## src/rtl/rtob_sched_ctrl_if.sv

```systemverilog
// Requester-side bundle of the RTOB scheduler: per-source word valid/data and the
// one-hot ready returned by the round-robin arbiter.
interface rtob_sched_ctrl_if #(
    parameter int NUM_SRC = 4
);
    logic [NUM_SRC-1:0]     src_valid;
    logic [NUM_SRC*128-1:0] src_data;
    logic [NUM_SRC-1:0]     src_ready;

    modport master (
        output src_valid,
        output src_data,
        input  src_ready
    );

    modport slave (
        input  src_valid,
        input  src_data,
        output src_ready
    );
endinterface

```

## src/rtl/rtob_sched_ctrl.sv

```systemverilog
// RTOB front-end: round-robin write arbitration, run/halt/flush sequencing and error latch.
// Optional timestamp-order checker enabled by defining RTOB_SCHED_TS_CHECK_EN.
module rtob_sched_ctrl #(
    parameter int NUM_SRC       = 4,
    parameter int FLUSH_CYCLES  = 4,
    parameter bit STOP_ON_ERROR = 1'b1
) (
    input  logic                clk,
    input  logic                reset_n,
    rtob_sched_ctrl_if.slave    src,
    input  logic                cmd_start,
    input  logic                cmd_stop,
    input  logic                cmd_flush,
    input  logic                rtob_full,
    input  logic                rtob_timestamp_error,
    input  logic                rtob_overflow_error,
    output logic                rtob_write,
    output logic [127:0]        rtob_din,
    output logic                rtob_auto_start,
    output logic                rtob_flush,
    output logic [1:0]          state,
    output logic [2:0]          err_flags,
    output logic [2:0]          err_src,
    output logic [31:0]         write_count
);

    localparam int IW = $clog2(NUM_SRC);

    typedef enum logic [1:0] {
        S_IDLE  = 2'd0,
        S_RUN   = 2'd1,
        S_HALT  = 2'd2,
        S_FLUSH = 2'd3
    } state_e;

    state_e        state_q;
    logic          auto_q;
    logic          flush_q;
    logic [7:0]    fcnt_q;
    logic [IW-1:0] last_q;
    logic          write_q;
    logic [127:0]  din_q;
    logic [31:0]   count_q;
    logic [2:0]    flags_q;
    logic [2:0]    esrc_q;

    logic [127:0]  words [NUM_SRC];
    logic [IW-1:0] cand;
    logic [IW-1:0] win_idx;
    logic          win_found;
    logic [127:0]  win_word;
    logic          can_accept;
    logic          xfer;
    logic          ts_bad;
    logic          core_err;
    logic          any_err;

    for (genvar g = 0; g < NUM_SRC; g++) begin : g_unpack
        assign words[g] = src.src_data[128*g +: 128];
    end

    // Round-robin search starting one past the last granted source
    always_comb begin
        cand      = '0;
        win_idx   = '0;
        win_found = 1'b0;
        for (int k = 1; k <= NUM_SRC; k++) begin
            cand = IW'((int'(last_q) + k) % NUM_SRC);
            if (!win_found && src.src_valid[cand]) begin
                win_found = 1'b1;
                win_idx   = cand;
            end
        end
    end

    assign win_word   = words[win_idx];
    assign can_accept = reset_n && !rtob_full && !cmd_flush &&
                        (state_q == S_IDLE || state_q == S_RUN);
    assign xfer       = can_accept && win_found;

    assign src.src_ready = xfer ? (NUM_SRC'(1) << win_idx) : '0;

`ifdef RTOB_SCHED_TS_CHECK_EN
    logic [63:0] last_ts_q;
    logic        ts_seen_q;

    assign ts_bad = xfer && ts_seen_q && (win_word[127:64] < last_ts_q);

    // Track the timestamp of the most recent written word
    always_ff @(posedge clk or negedge reset_n) begin
        if (!reset_n) begin
            last_ts_q <= '0;
            ts_seen_q <= 1'b0;
        end else if (state_q == S_FLUSH) begin
            last_ts_q <= '0;
            ts_seen_q <= 1'b0;
        end else if (xfer && !ts_bad) begin
            last_ts_q <= win_word[127:64];
            ts_seen_q <= 1'b1;
        end
    end
`else
    assign ts_bad = 1'b0;
`endif

    assign core_err = (rtob_timestamp_error || rtob_overflow_error) &&
                      (state_q != S_FLUSH);
    assign any_err  = core_err || ts_bad;

    // Write path: register the granted word and count it as it is written
    always_ff @(posedge clk or negedge reset_n) begin
        if (!reset_n) begin
            write_q <= 1'b0;
            din_q   <= '0;
            count_q <= '0;
            last_q  <= IW'(NUM_SRC - 1);
        end else begin
            write_q <= xfer && !ts_bad;
            if (xfer && !ts_bad) begin
                din_q <= win_word;
            end
            if (state_q == S_FLUSH) begin
                count_q <= '0;
                last_q  <= IW'(NUM_SRC - 1);
            end else begin
                if (xfer) begin
                    last_q <= win_idx;
                end
                if (xfer && !ts_bad) begin
                    count_q <= count_q + 32'd1;
                end
            end
        end
    end

    // Sticky error status, wiped while flushing
    always_ff @(posedge clk or negedge reset_n) begin
        if (!reset_n) begin
            flags_q <= '0;
            esrc_q  <= '0;
        end else if (state_q == S_FLUSH) begin
            flags_q <= '0;
            esrc_q  <= '0;
        end else begin
            if (rtob_timestamp_error) begin
                flags_q[0] <= 1'b1;
            end
            if (rtob_overflow_error) begin
                flags_q[1] <= 1'b1;
            end
            if (ts_bad) begin
                flags_q[2] <= 1'b1;
                esrc_q     <= 3'(win_idx);
            end
        end
    end

    // Run/halt/flush sequencer with registered core controls
    always_ff @(posedge clk or negedge reset_n) begin
        if (!reset_n) begin
            state_q <= S_IDLE;
            auto_q  <= 1'b0;
            flush_q <= 1'b0;
            fcnt_q  <= '0;
        end else begin
            unique case (state_q)
                S_IDLE: begin
                    if (cmd_flush) begin
                        state_q <= S_FLUSH;
                        flush_q <= 1'b1;
                        fcnt_q  <= 8'(FLUSH_CYCLES - 1);
                    end else if (!(STOP_ON_ERROR && any_err) && cmd_start) begin
                        state_q <= S_RUN;
                        auto_q  <= 1'b1;
                    end
                end
                S_RUN: begin
                    if (cmd_flush) begin
                        state_q <= S_FLUSH;
                        auto_q  <= 1'b0;
                        flush_q <= 1'b1;
                        fcnt_q  <= 8'(FLUSH_CYCLES - 1);
                    end else if (STOP_ON_ERROR && any_err) begin
                        state_q <= S_HALT;
                        auto_q  <= 1'b0;
                    end else if (cmd_stop) begin
                        state_q <= S_IDLE;
                        auto_q  <= 1'b0;
                    end
                end
                S_HALT: begin
                    if (cmd_flush) begin
                        state_q <= S_FLUSH;
                        flush_q <= 1'b1;
                        fcnt_q  <= 8'(FLUSH_CYCLES - 1);
                    end
                end
                S_FLUSH: begin
                    if (cmd_flush) begin
                        fcnt_q <= 8'(FLUSH_CYCLES - 1);
                    end else if (fcnt_q == 8'd0) begin
                        state_q <= S_IDLE;
                        flush_q <= 1'b0;
                    end else begin
                        fcnt_q <= fcnt_q - 8'd1;
                    end
                end
            endcase
        end
    end

    assign rtob_write      = write_q;
    assign rtob_din        = din_q;
    assign rtob_auto_start = auto_q;
    assign rtob_flush      = flush_q;
    assign state           = state_q;
    assign err_flags       = flags_q;
    assign err_src         = esrc_q;
    assign write_count     = count_q;

endmodule
```

## src/flat_wrapper.sv

```systemverilog
// flat-port wrapper written by rule: the top's interface ports become plain ports
module rtob_sched_ctrl_flat 
#(
    parameter int NUM_SRC       = 4,
    parameter int FLUSH_CYCLES  = 4,
    parameter bit STOP_ON_ERROR = 1'b1
)
  (clk, reset_n, cmd_start, cmd_stop, cmd_flush, rtob_full, rtob_timestamp_error, rtob_overflow_error, rtob_write, rtob_din, rtob_auto_start, rtob_flush, state, err_flags, err_src, write_count, src_src_valid, src_src_data, src_src_ready);
  rtob_sched_ctrl_if #(.NUM_SRC(NUM_SRC)) src_i ();
  input  logic clk;
  input  logic reset_n;
  input  logic cmd_start;
  input  logic cmd_stop;
  input  logic cmd_flush;
  input  logic rtob_full;
  input  logic rtob_timestamp_error;
  input  logic rtob_overflow_error;
  output logic rtob_write;
  output logic [127:0] rtob_din;
  output logic rtob_auto_start;
  output logic rtob_flush;
  output logic [1:0] state;
  output logic [2:0] err_flags;
  output logic [2:0] err_src;
  output logic [31:0] write_count;
  input wire logic [$bits(src_i.src_valid)-1:0] src_src_valid;
  input wire logic [$bits(src_i.src_data)-1:0] src_src_data;
  output wire logic [$bits(src_i.src_ready)-1:0] src_src_ready;
  assign src_i.src_valid = src_src_valid;
  assign src_i.src_data = src_src_data;
  assign src_src_ready = src_i.src_ready;
  rtob_sched_ctrl #(.NUM_SRC(NUM_SRC), .FLUSH_CYCLES(FLUSH_CYCLES), .STOP_ON_ERROR(STOP_ON_ERROR)) u_core (.clk(clk), .reset_n(reset_n), .src(src_i), .cmd_start(cmd_start), .cmd_stop(cmd_stop), .cmd_flush(cmd_flush), .rtob_full(rtob_full), .rtob_timestamp_error(rtob_timestamp_error), .rtob_overflow_error(rtob_overflow_error), .rtob_write(rtob_write), .rtob_din(rtob_din), .rtob_auto_start(rtob_auto_start), .rtob_flush(rtob_flush), .state(state), .err_flags(err_flags), .err_src(err_src), .write_count(write_count));
endmodule
```

## config.mk

```make
export PLATFORM = sky130hd
export DESIGN_NAME = rtob_sched_ctrl_flat
export DESIGN_NICKNAME = d
export VERILOG_FILES = /design/src/rtl/rtob_sched_ctrl_if.sv /design/src/rtl/rtob_sched_ctrl.sv /design/src/flat_wrapper.sv
export SDC_FILE = /design/constraint.sdc
export NUM_CORES = 1
export LEC_CHECK = 0
export BUFFER_PORTS_ARGS = -buffer_cell sky130_fd_sc_hd__buf_2
export CAP_MARGIN = 25
export CORE_AREA = 2 2 272 274
export DETAILED_ROUTE_END_ITERATION = 7
export DIE_AREA = 0 0 274 276
export GPL_TIMING_DRIVEN = 0
export SLEW_MARGIN = 20
export SYNTH_ARGS = -nofsm -noshare
export SYNTH_HDL_FRONTEND = slang
export SYNTH_SLANG_ARGS = --single-unit
```

## constraint.sdc

```tcl
create_clock -name clk -period 1.9 [get_ports clk]
set_input_delay 0 -clock clk [delete_from_list [all_inputs] [get_ports clk]]
set_output_delay 0 -clock clk [all_outputs]
set_load 0.03 [all_outputs]
```

Yosys cells after proc, flatten, opt, wreduce, memory -nomap -nowiden
Cells that the tools add are included.
{"block": "totals", "regBits": 177, "input_bits": 524, "output_inout_bits": 175, "word_cells": 114}
{"block": "classes", "add_sub_neg": 6, "n_lt_le_gt_ge": 5, "n_eq_ne": 13, "shift": 1, "muxes": 50, "bitwise_logic": 1, "reduce_logical": 28}
{"operator": "128-bit binary-select mux with 2-bit select", "n": 1}
{"operator": "128-bit 2-to-1 mux", "n": 2}
{"operator": "32-bit 2-to-1 mux", "n": 2}
{"operator": "32-bit by 1-bit adder with 32-bit output (second input constant)", "n": 1}
{"operator": "2-bit 2-to-1 mux", "n": 15}
{"operator": "8-bit 2-to-1 mux", "n": 3}
{"operator": "1-bit 2-to-1 mux", "n": 18}
{"operator": "8-bit case mux with 2 select lines", "n": 1}
{"operator": "2-bit by 3-bit < comparator with 1-bit output (second input constant)", "n": 4}
{"operator": "2-bit inequality test (second input constant)", "n": 6}
{"operator": "1-bit logical AND", "n": 9}
{"operator": "1-bit binary-select mux with 2-bit select", "n": 4}
{"operator": "8-bit logical NOT", "n": 1}
{"operator": "2-bit case mux with 4 select lines", "n": 1}
{"operator": "2-bit nonzero test", "n": 4}
{"operator": "8-bit by 1-bit subtractor with 8-bit output (second input constant)", "n": 1}
{"operator": "1-bit logical NOT", "n": 6}
{"operator": "3-bit inequality test (second input constant)", "n": 2}
{"operator": "5-bit AND reduction", "n": 1}
{"operator": "2-bit by 1-bit adder with 2-bit output (second input constant)", "n": 2}
{"operator": "2-bit adder (second input constant)", "n": 2}
{"operator": "2-bit == test (second input constant)", "n": 2}
{"operator": "4-bit 2-to-1 mux", "n": 1}
{"operator": "4-bit by 3-bit inequality test with 1-bit output (second input constant)", "n": 1}
{"operator": "12 further kinds", "n": 14}

Longest topological paths before layout
{"block": "depth", "word_depth": 17, "mapped_depth": 8}

Worst setup path before layout
Ideal clock, no wire load.
{"block": "synth_path", "path_type": "register to output", "from": "register u_core.state_q[1], in the netlist u_core.state[1]", "to": "output port src_src_ready[3]", "t_arrival_ns": 2.324, "slack_ns": -0.424, "path_stages_with_launch": 8, "path_buffers": 2, "cell_sequence": "dfrtp_1 > or4b_4 > or2_4 > inv_2 > nand3_2 > buf_6 > buf_6 > nor2b_1"}
{"block": "synth_between", "elab_chain_len": 5, "word_cells_on_any_way": 6, "cone_classes": "eq/ne: 1; mux: 1; reduce/logical: 4"}
{"item": "from (decl)", "line_no": "rtob_sched_ctrl.sv:36", "rtl": "state_e state_q;"}
{"item": "from (signal assigned)", "line_no": "rtob_sched_ctrl.sv:161", "rtl": "state_q <= S_IDLE;"}
{"item": "from (signal assigned)", "line_no": "rtob_sched_ctrl.sv:169", "rtl": "state_q <= S_FLUSH;"}
{"item": "from (signal assigned)", "line_no": "rtob_sched_ctrl.sv:173", "rtl": "state_q <= S_RUN;"}
{"item": "2-bit by 1-bit == test with 1-bit output or 2-bit logical NOT (tied branches)", "line_no": "rtob_sched_ctrl.sv:78", "rtl": "(state_q == S_IDLE || state_q == S_RUN);"}
{"item": "1-bit logical OR (*)", "line_no": "rtob_sched_ctrl.sv:78"}
{"item": "1-bit logical AND (*)", "line_no": "rtob_sched_ctrl.sv:77", "rtl": "assign can_accept = reset_n && !rtob_full && !cmd_flush &&"}
{"item": "1-bit logical AND (*)", "line_no": "rtob_sched_ctrl.sv:79", "rtl": "assign xfer = can_accept && win_found;"}
{"item": "4-bit 2-to-1 mux (*)", "line_no": "rtob_sched_ctrl.sv:81", "rtl": "assign src.src_ready = xfer ? (NUM_SRC'(1) << win_idx) : '0;"}
{"item": "to (decl)", "line_no": "flat_wrapper.sv:28", "rtl": "output wire logic [$bits(src_i.src_ready)-1:0] src_src_ready;"}
Mark *: on every way between the ends. The rest lies on a longest branch, timed or not.

Worst setup path in the final report
{"block": "layout_path", "from": "register u_core.last_q[1]", "to": "register u_core.din_q[39], in the netlist u_core.rtob_din[39]"}
{"block": "layout_between", "elab_chain_len": 17, "word_cells_on_any_way": 31, "cone_classes": "add/sub: 4; mux: 19; bitwise: 1; reduce/logical: 7"}
{"item": "from (decl)", "line_no": "rtob_sched_ctrl.sv:40", "rtl": "logic [IW-1:0] last_q;"}
{"item": "from (signal assigned)", "line_no": "rtob_sched_ctrl.sv:116", "rtl": "last_q <= IW'(NUM_SRC - 1);"}
{"item": "from (signal assigned)", "line_no": "rtob_sched_ctrl.sv:124", "rtl": "last_q <= IW'(NUM_SRC - 1);"}
{"item": "from (signal assigned)", "line_no": "rtob_sched_ctrl.sv:127", "rtl": "last_q <= win_idx;"}
{"item": "2-bit by 1-bit adder with 2-bit output", "line_no": "rtob_sched_ctrl.sv:68", "rtl": "cand = IW'((int'(last_q) + k) % NUM_SRC);"}
{"item": "1-bit binary-select mux with 2-bit select", "line_no": "rtob_sched_ctrl.sv:69", "rtl": "if (!win_found && src.src_valid[cand]) begin"}
{"item": "1-bit 2-to-1 mux (implied by the code)", "line_no": "rtob_sched_ctrl.sv:69"}
{"item": "1-bit 2-to-1 mux", "line_no": "rtob_sched_ctrl.sv:69"}
{"item": "1-bit logical NOT", "line_no": "rtob_sched_ctrl.sv:69"}
{"item": "1-bit logical AND", "line_no": "rtob_sched_ctrl.sv:69"}
{"item": "1-bit 2-to-1 mux", "line_no": "rtob_sched_ctrl.sv:69"}
{"item": "1-bit logical NOT", "line_no": "rtob_sched_ctrl.sv:69"}
{"item": "1-bit logical AND", "line_no": "rtob_sched_ctrl.sv:69"}
{"item": "1-bit 2-to-1 mux", "line_no": "rtob_sched_ctrl.sv:69"}
{"item": "1-bit logical NOT", "line_no": "rtob_sched_ctrl.sv:69"}
{"item": "1-bit logical AND", "line_no": "rtob_sched_ctrl.sv:69"}
{"item": "2-bit 2-to-1 mux", "line_no": "rtob_sched_ctrl.sv:69"}
{"item": "2-bit NOT with 3-bit output (implied by the code)", "line_no": "rtob_sched_ctrl.sv:76", "rtl": "assign win_word = words[win_idx];"}
{"item": "128-bit binary-select mux with 2-bit select", "line_no": "rtob_sched_ctrl.sv:76"}
{"item": "128-bit 2-to-1 mux (implied by the code) (2 in a row)", "line_no": "rtob_sched_ctrl.sv:76"}
{"item": "to (signal assigned)", "line_no": "rtob_sched_ctrl.sv:120", "rtl": "din_q <= win_word;"}
{"item": "to (decl)", "line_no": "rtob_sched_ctrl.sv:42", "rtl": "logic [127:0] din_q;"}
Several ways; a longest one is shown, not always the timed one. The select of a mux whose other input is x is not followed.
A chain may end at the register's enable or synchronous reset.

==> run metrics <==
post-detail-place hpwl=52200 µm; violated checks=setup timing; post-route antenna net violation count=0; synthesized instance count=1157; clock tree from TritonCTS=yes; Synth area leaders=dfrtp_1, a221oi_2, mux2i_1, and3_1, a211oi_1; Pins Over Slew Limit=0; total wire length=79800 µm; internal power=11.7 mW; endpoints failing hold=0; Yosys warnings=0; Max-cap violations=0; Register Area=0.00443 mm²; height of the die=276 µm; P_leak=11.1 nW; crit path capture type=register; Area Overhead vs Synth=112%; Clock transition at path regs=90 ps; FILL cells=7031; Multi-input gate area=0.00838 mm²; Crit Path Class=register to register; most used flip-flop cell after synthesis=dfrtp_1; htree depth=4; Total GRT Usage=18.9%; PD cells=893 mW/mm²; fin crit share=128%; CTS Root Cell=clkbuf_16; RSZ-0062 raised after global routing=yes; gr ovfl total=0; Critical Path AT=2790 ps; CP startpoint kind=register; Buffers on Ports=694; clock power share=17.1%; hold_ws=12.9 ps; I/O pins=699; Final Setup Violations=166; r2r setup slk=-540 ps; Req. time, crit path=2250 ps; cell taking the most area after synthesis=dfrtp_1; DRC=0; Vias/cell=4.69; clk_lat worst skew=490 ps; Clock Path Buffers=2; largest net degree at the start of global routing=79; Starting DRT DRC Count=878; Chip Width=274 µm; net switching power=10.8 mW; critical path's slowest cell=dfstp_2; Worst path max stage delay=590 ps; Reg power frac=27.9%; cells along the critical path=nor2b_1 > o22ai_1 > nand2_1 > clkbuf_4 > clkbuf_2 > a221oi_4 > a211oi_2; Core ar.=0.0726 mm²; post-synthesis register bit count=177; die area=0.0756 mm²; sw frac=47.9%; crit-path max FO=10; Avg WL per Cell=23.8 µm; vias in the first global route=16191; Slew headroom=49.3%; skew final=17.8 ps; ys async rst share=100%; first-pass GRT wire length=105000 µm; library cells used by synthesis=53; fin crit period=2440 ps; setup tns final=-63830 ps; post-route cell area=0.0252 mm²; combinational power share=55.0%; Final #Nets=2898; Synth top area share=36.9%; sequential-to-total area share from yosys stat=37.4%; Worst-Margin Slew=757 ps; worst vdd ir=0.663 mV; Syn Area/Cell=10.2 µm²; total CTS buffers=17; drt pass-1 iters=5; Initial Util=16.3%; antenna violations before repair=6; FMAX=410 MHz; row cnt=99; EDFF count, synth=0; via count=15690; Mapped Area=0.0119 mm²; share of layout cells above drive strength 1=51.2%; Area after DPL=0.0167 mm²; Hold Path Class=input pin to register; PnR worst setup slack=-541 ps; Sink Count=177; status=complete, but fails checks; routability cong.=0.934
==> sequential cells by signal (all words and copies together) (netlist names) <==
name and flops:
u_core.fcnt_q 8, u_core.err_flags 2, u_core.state 2, u_core.last_q 2, u_core.rtob_flush 1, u_core.write_count 32, u_core.rtob_din 128, u_core.rtob_auto_start 1
u_core.rtob_write 1
==> per-stage QoR <==
| stage | utilization, % | instances | power, mW | worst slack, ps |
|---|---|---|---|---|
| 6_report | 34.7 | 3348 | 22.5 | -541 |
| 5_1_grt | 34.7 | 3347 | 23.5 | -691 |
| 4_1_cts | 31.6 | 3301 | 21.2 | -639 |
| 3_5_place_dp | 23.0 | 2817 | 16.0 | -1770 |
| 3_3_place_gp | 22.8 | 2813 | 15.9 | -4630 |
| 2_1_floorplan | - | 1160 | 12.2 | -234 |
==> path summary, 6_finish.rpt <==
| kind | start | cells after the start | end |
|---|---|---|---|
| worst max-delay path | u_core.last_q[1] | 7 | u_core.rtob_din[39] |
| worst min-delay path | src_src_data[333] | 4 | u_core.rtob_din[77] |
| worst max register to register | u_core.last_q[1] | 7 | u_core.rtob_din[39] |
| worst min register to register | u_core.write_count[31] | 1 | u_core.write_count[31] |
| max in group asynchronous | reset_n | 8 | u_core.rtob_din[123] |
| min in group asynchronous | reset_n | 7 | u_core.fcnt_q[5] |
==> per-layer routing <==
layer | share of wire, % | wire [µm] | vias to the layer above | global-route usage (%)
met2 | 47 | 37400 | 955 | 31.0
met5 | 0.013 | 10 | - | 0
met3 | 7.5 | 6010 | 256 | 4.74
met1 | 39 | 31500 | 7580 | 22.0
met4 | 6.1 | 4900 | 2 | 11.5
li1 | - | - | 6897 | -
==> critical path, delay by kind of cell (launching register included) <==
| kind | cells | cell delay, ps |
|---|---|---|
| flops | 1 | 590 |
| compound gates | 3 | 750 |
| buf+inv | 2 | 780 |
| simple gates | 2 | 170 |
==> power by group through the flow <==
stage / clock network [mW] / logic [mW] / registers, mW
after global placement: 0 / 9.73 / 6.15
after detailed placement: 0 / 9.81 / 6.21
after global routing: 4.08 / 13.0 / 6.44
after CTS: 3.95 / 11.0 / 6.16
final: 3.84 / 12.3 / 6.27
after floorplan: 0 / 3.13 / 9.05
==> Yosys cell counts (2+ instances only) <==
master and count:
nand3_1 21, nor4_1 6, a211oi_1 106, nand2_1 17, xnor2_1 11, o211ai_1 2
a221oi_2 98, a211oi_2 22, nor2b_1 3, nor4_4 3, inv_1 10, dfrtp_1 175
a211o_1 2, clkbuf_1 54, nand4_1 8, buf_1 6, nor2_1 178, xor2_1 23
or2_2 2, a221oi_1 30, or3_1 2, buf_2 28, buf_6 22, nand2b_1 3
nor3_1 4, dfstp_2 2, o21ai_0 4, and2_1 6, buf_4 17, a31oi_1 2
and3_1 133, o41ai_1 2, and4_1 3, ha_1 3, mux2i_1 130, a21oi_1 2
==> timing repair <==
action	4_1_cts	5_1_grt
hold endpoints to repair	308	135
pin swaps	11	76
endpoints found under the setup margin	168	176
resized for setup	216	332
cloned	4	17
buffers inserted	32	15
hold buffers	417	11
==> kinds of logic (layout without fill, tap and decap cells) <==
logic type                 count (synthesis)  count (layout)  share of synthesized area (%)
xor gates and xnor gates                  34              34                           2.51
AOI/OAI and AO/OA                        277             277                           25.0
and+or+nand+nor                          395             395                           17.1
buffers and inverters                    139            1363                           6.66
muxes                                    131             131                           11.1
adders and majority gates                  3               3                          0.317
other                                      1               9                         0.0316
DFF                                      177             177                           37.4
==> cells in the final DEF, fill, tap and decap left out, types with 11 or more instances in the layout <==
master and instances:
nor2_2 15, buf_12 55, xor2_1 23, nor2_1 155, mux2i_4 11, dlygate4sd3_1 421
buf_4 27, clkbuf_2 17, mux2i_1 103, clkbuf_4 12, buf_2 703, buf_6 25
a221oi_4 66, mux2i_2 16, a211oi_2 85, buf_8 14, clkbuf_16 34, a211oi_1 43
dfrtp_1 174, clkbuf_1 18, and3_1 133, a221oi_2 60
==> layout make-up <==
type                    count  share of cell area, %
diodes                      5                 0.0497
plain buffers             127                   5.71
clock buffers              18                   1.75
clock inverters            14                  0.632
inverters                  11                  0.174
multi-input cells         844                   33.3
flip-flops and latches    177                   17.6
well taps                 959                   4.77
repair buffers           1193                   36.0
Note: power is estimated with default switching activity, not from simulation.
